==> src/rtl/down_counter_bout.sv <==
// Loadable down counter with registered one-cycle borrow-out pulse on expiry.
// Optional feature: define AUTO_RELOAD_EN to reload the last loaded value after each expiry.
module down_counter_bout #(
  parameter int WIDTH = 4
) (
  input  logic             CLK,
  input  logic             RESET,
  input  logic             LOAD,
  input  logic [WIDTH-1:0] I,
  input  logic             CE,
  output logic [WIDTH-1:0] O,
  output logic             BOUT,
  output logic             BUSY
);

  localparam logic [1:0] IDLE = 2'd0;
  localparam logic [1:0] RUN  = 2'd1;
  localparam logic [1:0] DONE = 2'd2;

  logic [1:0] state;

`ifdef AUTO_RELOAD_EN
  logic [WIDTH-1:0] reload;

  always_ff @(posedge CLK or posedge RESET) begin
    if (RESET) begin
      reload <= '0;
    end else if (LOAD) begin
      reload <= I;
    end
  end
`endif

  // LOAD wins over everything; a zero load skips RUN and expires straight away.
  always_ff @(posedge CLK or posedge RESET) begin
    if (RESET) begin
      state <= IDLE;
      O     <= '0;
    end else if (LOAD) begin
      O     <= I;
      state <= (I != '0) ? RUN : DONE;
    end else begin
      case (state)
        RUN: begin
          if (CE && (O != '0)) begin
            O <= O - WIDTH'(1);
            if (O == WIDTH'(1)) begin
              state <= DONE;
            end
          end
        end
        DONE: begin
`ifdef AUTO_RELOAD_EN
          O     <= reload;
          state <= (reload != '0) ? RUN : IDLE;
`else
          O     <= '0;
          state <= IDLE;
`endif
        end
        default: begin
          O     <= '0;
          state <= IDLE;
        end
      endcase
    end
  end

  assign BOUT = (state == DONE);
  assign BUSY = (state == RUN);

endmodule
==> config.mk <==
export PLATFORM = sky130hd
export DESIGN_NAME = down_counter_bout
export DESIGN_NICKNAME = d
export VERILOG_FILES = /design/src/rtl/down_counter_bout.sv
export SDC_FILE = /design/constraint.sdc
export NUM_CORES = 1
export LEC_CHECK = 0
export CORE_AREA = 2 2 39 41
export CTS_BUF_LIST = sky130_fd_sc_hd__clkbuf_4 sky130_fd_sc_hd__clkbuf_8
export DETAILED_ROUTE_END_ITERATION = 16
export DIE_AREA = 0 0 41 43
export PLACE_DENSITY = 0.58
export SYNTH_ARGS = -nofsm -noshare
export SYNTH_HDL_FRONTEND = slang
export SYNTH_SLANG_ARGS = --single-unit
==> constraint.sdc <==
create_clock -name CLK -period 2.09 [get_ports CLK]
set_input_delay 0.5225 -clock CLK [delete_from_list [all_inputs] [get_ports CLK]]
set_output_delay 0.5225 -clock CLK [all_outputs]
set_load 0.01 [all_outputs]
* Yosys cells after proc, flatten, opt, wreduce, memory -nomap -nowiden
Index checks and enable logic that the tools add are counted.
** Operators by class
- Muxes and demuxes :: 8
- Equality and inequality tests :: 5
- Reduce and logical (&&, ||, !) cells :: 4
- Add/sub/neg operators :: 1
** Operator list (count)
- 2-to-1 mux 4 bit :: 3
- 2-to-1 mux 2 bit :: 5
- nonzero test 4 bit :: 2
- inequality test 3 x 2 -> 1 bit (second input constant) :: 2
- == test 4 x 1 -> 1 bit (second input constant) :: 1
- subtractor 4 x 1 -> 4 bit (second input constant) :: 1
- == test 2 x 1 -> 1 bit (second input constant) :: 1
- == test 2 bit (second input constant) :: 1
- AND reduction 2 bit :: 1
- logical AND 1 bit :: 1
** Storage, ports and cells
- Word-level logic and storage cells :: 20
- Register bits after elaboration :: 6
- Output and inout bits :: 6
- Input bits :: 8

* Logic depth before layout (Yosys ltp)
- Depth after elaboration :: 5
- Mapped depth :: 5
- Mapped depth without buffers :: 5

* Worst setup path after synthesis
OpenSTA, ideal clock, no wires.
- Kind :: register to register
- From :: register O[0]
- To :: register O[0]
- Cell stages (with the launch flop) :: 6
- Setup time :: 69 ps
- Path buffers :: 0
- Data required time :: 2021 ps
- Data arrival time :: 1576 ps
- Clock period less this slack :: 1645 ps
- Setup slack :: 445 ps
- Path through :: dfrtp_1 -> inv_1 -> ha_1 -> or3b_4 -> a2111oi_2 -> nand3b_1
** On the way
- Word-level cells in the longest chain between the ends :: 4
- Elaborated cells between the ends (all ways) :: 7
- Those cells by class :: add/sub (1); eq/ne (1); mux (3); reduce/logical (2)
** Ends and longest elaborated chain
- start, declared :: RTL line 11 : output logic [WIDTH-1:0] O,
- start signal, assigned :: RTL line 46 : O <= O - WIDTH'(1);
- subtractor 4 x 1 -> 4 bit :: RTL line 46
- 2-to-1 mux 4 bit :: RTL line 45 : if (CE && (O != '0)) begin
- 2-to-1 mux 4 bit :: RTL line 43 : case (state)
- 2-to-1 mux 4 bit :: RTL line 39 : end else if (LOAD) begin
Parallel ways exist; a longest one is shown, timed or not. The select of a mux whose other input is x is not followed.
A chain may end at the register's enable or synchronous reset.

* Final worst setup path
- From :: register state[1]
- To :: output port BUSY
** On the way
- Word-level cells in the longest chain between the ends :: 1
** Ends and longest elaborated chain
- start, declared :: RTL line 20 : logic [1:0] state;
- start signal, assigned :: RTL line 41 : state <= (I != '0) ? RUN : DONE;
- == test 2 x 1 -> 1 bit :: RTL line 70 : assign BUSY = (state == RUN);
- end, declared :: RTL line 13 : output logic BUSY
No other way between the ends.

==> results.toml <==
[run_status]
outcome = "finished clean"

[drt]
drc = 0
dr_wl_met3_um = 73
routed_via_density = 5.13
wl_met1_um = 419
wl_met2_um = 398
dr.pass1.iters = 4
wire_per_inst_um = 11.7
wl_um = 925
top_layer = "met4"
ant_nets = 0
drtIter0Drc = 13
num_vias = 405

[setup_path]
cp.arrival_ns = 1.42
start_kind = "register"
rrSetupSlack_ns = 0.35
cpMaxStageDelayCell = "clkdlybuf4s50_1"
setup.worst_path.start = "state[1]"
cp_num_buf_inv = 2
critPathTopFamily = "buffers and inverters"
crit_type = "register to output pin"
worst-path-max-fanout = 4
r2r_cells = 5
r2r_start = "O[0]"
cp-end-kind = "output pin"
required_ns = 1.57
r2r_end = "O[0]"
crit_chain = "nand2b_1 > inv_1 > clkdlybuf4s50_1"
slowest_delay_ns = 0.53

[grt]
grt_usage_pct = 12.9
antenna_found_initial = 0
grt_pass1_vias = 329
grt-ovfl-total = 0
grt_pass1_wl_um = 1400
grt_max_degree = 10

[worst_hold_path]
hold_path.class = "input port to async pin"

[timing]
final_max_slew_viol_count = 0
finalHoldViolCount = 0
hold_slack_ns = 0.487
worst_slack_ns = 0.150
post-route-period-util_pct = 92.8
slew_headroom_pct = 78.1
setup_violations = 0
worst_pin_slew_ns = 0.324
min_period_ns = 1.94
fin_skew_ns = 0.00838
tns_ns = 0
fmax_mhz = 515
rsz0062_at_grt = "no"

[synthesis]
synth-seq-cells = 6
synth-seq-area-share_pct = 36.3
synth.area.top_cells = "dfrtp_1 36%, ha_1 6.0%, inv_1 4.5%"
synth_edf_count = 0
synth_top_area_share_pct = 36.3
synth_top_area_cell = "dfrtp_1"
synth_common_cells = "6 x dfrtp_1, 5 x inv_1, 4 x nand2_1, 3 x nor2_1"
synth-main-ff-cell = "dfrtp_1"
synth.most_common_cell = "dfrtp_1"
syn_nets = 56
yosysWarnings = 0
async_reset_ff_share_pct = 100
synth_cell_type_count = 28
synth_area_per_cell_sq_um = 9.00
syn_inst = 46
synth_area_sq_um = 414

[power_and_ir_drop]
ir_drop_mv = 0.393
seqPwrFrac_pct = 37.8
swShare_pct = 31.3
leakage_nw = 0.252
pwr-share-comb_pct = 33.0
total_power_uw = 388
p_clk_share_pct = 29.2
intPower_uw = 266
switching_power_uw = 121
cellPowerDensity_nw_per_um2 = 650

[clock_tree]
clk_pin_slew_ns = 0.05
post_cts_buffers = 0
cts_resized = 0
cts_tree = "built"
clock_latency_ns = 0.25
cts_buffer_depth = 2
cts_hold_buf = 0
cts.sinks = 6
cts_root_buf = "clkbuf_4"
htree_levels = 1
cts_made_buffers = 3

[floorplanning]
io_pins = 14
row_count = 14
die_h_um = 43
core_sq_um = 1380
die_w_um = 41
start_util_pct = 29.9
dieArea_sq_um = 1760

[finish]
drive_gt1_share_pct = 12.7
nets = 75
diodes = 0
syn_to_final_growth_pct = 44.1
layoutNonFillerInstCount = 79
fill_cells = 136

[job]
maxCapViolCount = 0

[placed_design]
gp_congestion = 0.766
port_buffers = 13
dp.cells = 76
dp_hpwl_um = 709
dp_worst_setup_slack_ns = 0.210
## cells in the final DEF, fill, tap and decap left out, types with 2 or more instances in the layout
master,synthesis,final
nand2b_1,2,2
ha_1,2,2
dfrtp_1,6,6
inv_1,5,5
nand2_1,4,4
a21oi_1,2,2
clkbuf_4,0,3
nand4_1,2,2
nor2_1,3,3
clkdlybuf4s50_1,0,13
buf_4,0,2
## stage by stage
stage	util, %	cell area (sq um)
6_report	43.1	597
5_1_grt	43.1	597
4_1_cts	43.1	597
3_5_place_dp	41.5	574
3_3_place_gp	41.5	574
2_1_floorplan	-	414
## worst max-delay path by stage
stage / endpoint / slack [ns] / depth (start not counted)
finish: BUSY / 0.15 / 3
global placement: O[2] / 0.23 / 4
CTS: BUSY / 0.14 / 3
floorplan: O[0] / 0.44 / 5
detailed placement: O[2] / 0.21 / 4
global route: BUSY / 0.1 / 3
## metal layers
layer,up-vias,GRT usage (%)
met5,-,0
met4,0,10.0
met3,4,6.28
met2,20,16.3
met1,173,15.9
li1,208,-
## power by group through the flow
| stage | clock [mW] | sequential (mW) | combinational, mW |
|---|---|---|---|
| after detailed placement | 0 | 0.148 | 0.127 |
| after global placement | 0 | 0.148 | 0.127 |
| after floorplan | 0 | 0.150 | 0.0672 |
| final | 0.113 | 0.147 | 0.128 |
| after CTS | 0.116 | 0.146 | 0.128 |
| after global routing | 0.124 | 0.148 | 0.140 |
## registers in the layout, summed over array words and instances, names as in the netlist
name   flops
O          4
state      2
## logic make-up (layout without fill, tap and decap cells)
kind of cell	after synthesis	in the layout	synth area share (%)
AOI/OAI and AO/OA	10	10	18.4
adders and majority gates	2	2	6.04
buffers and inverters	6	23	5.74
DFF	6	6	36.3
muxes	1	1	2.42
and+or+nand+nor	21	21	31.1
## worst register-to-register path, cell delays in order, from the launching register on
cell and delay [ns]:
dfrtp_1 0.42, inv_1 0.12, ha_1 0.23, or3b_4 0.42
a2111oi_2 0.34, nand3b_1 0.15
## layout make-up
| class | instances | area [sq um] | area share, % |
|---|---|---|---|
| repair buffers | 15 | 145 | 24.3 |
| well taps | 16 | 20.0 | 3.35 |
| clock buffers | 3 | 22.5 | 3.77 |
| flip-flops and latches | 6 | 150 | 25.2 |
| inverters | 5 | 18.8 | 3.14 |
| multi-input cells | 34 | 240 | 40.3 |
Power figures use the tool's default switching activity.
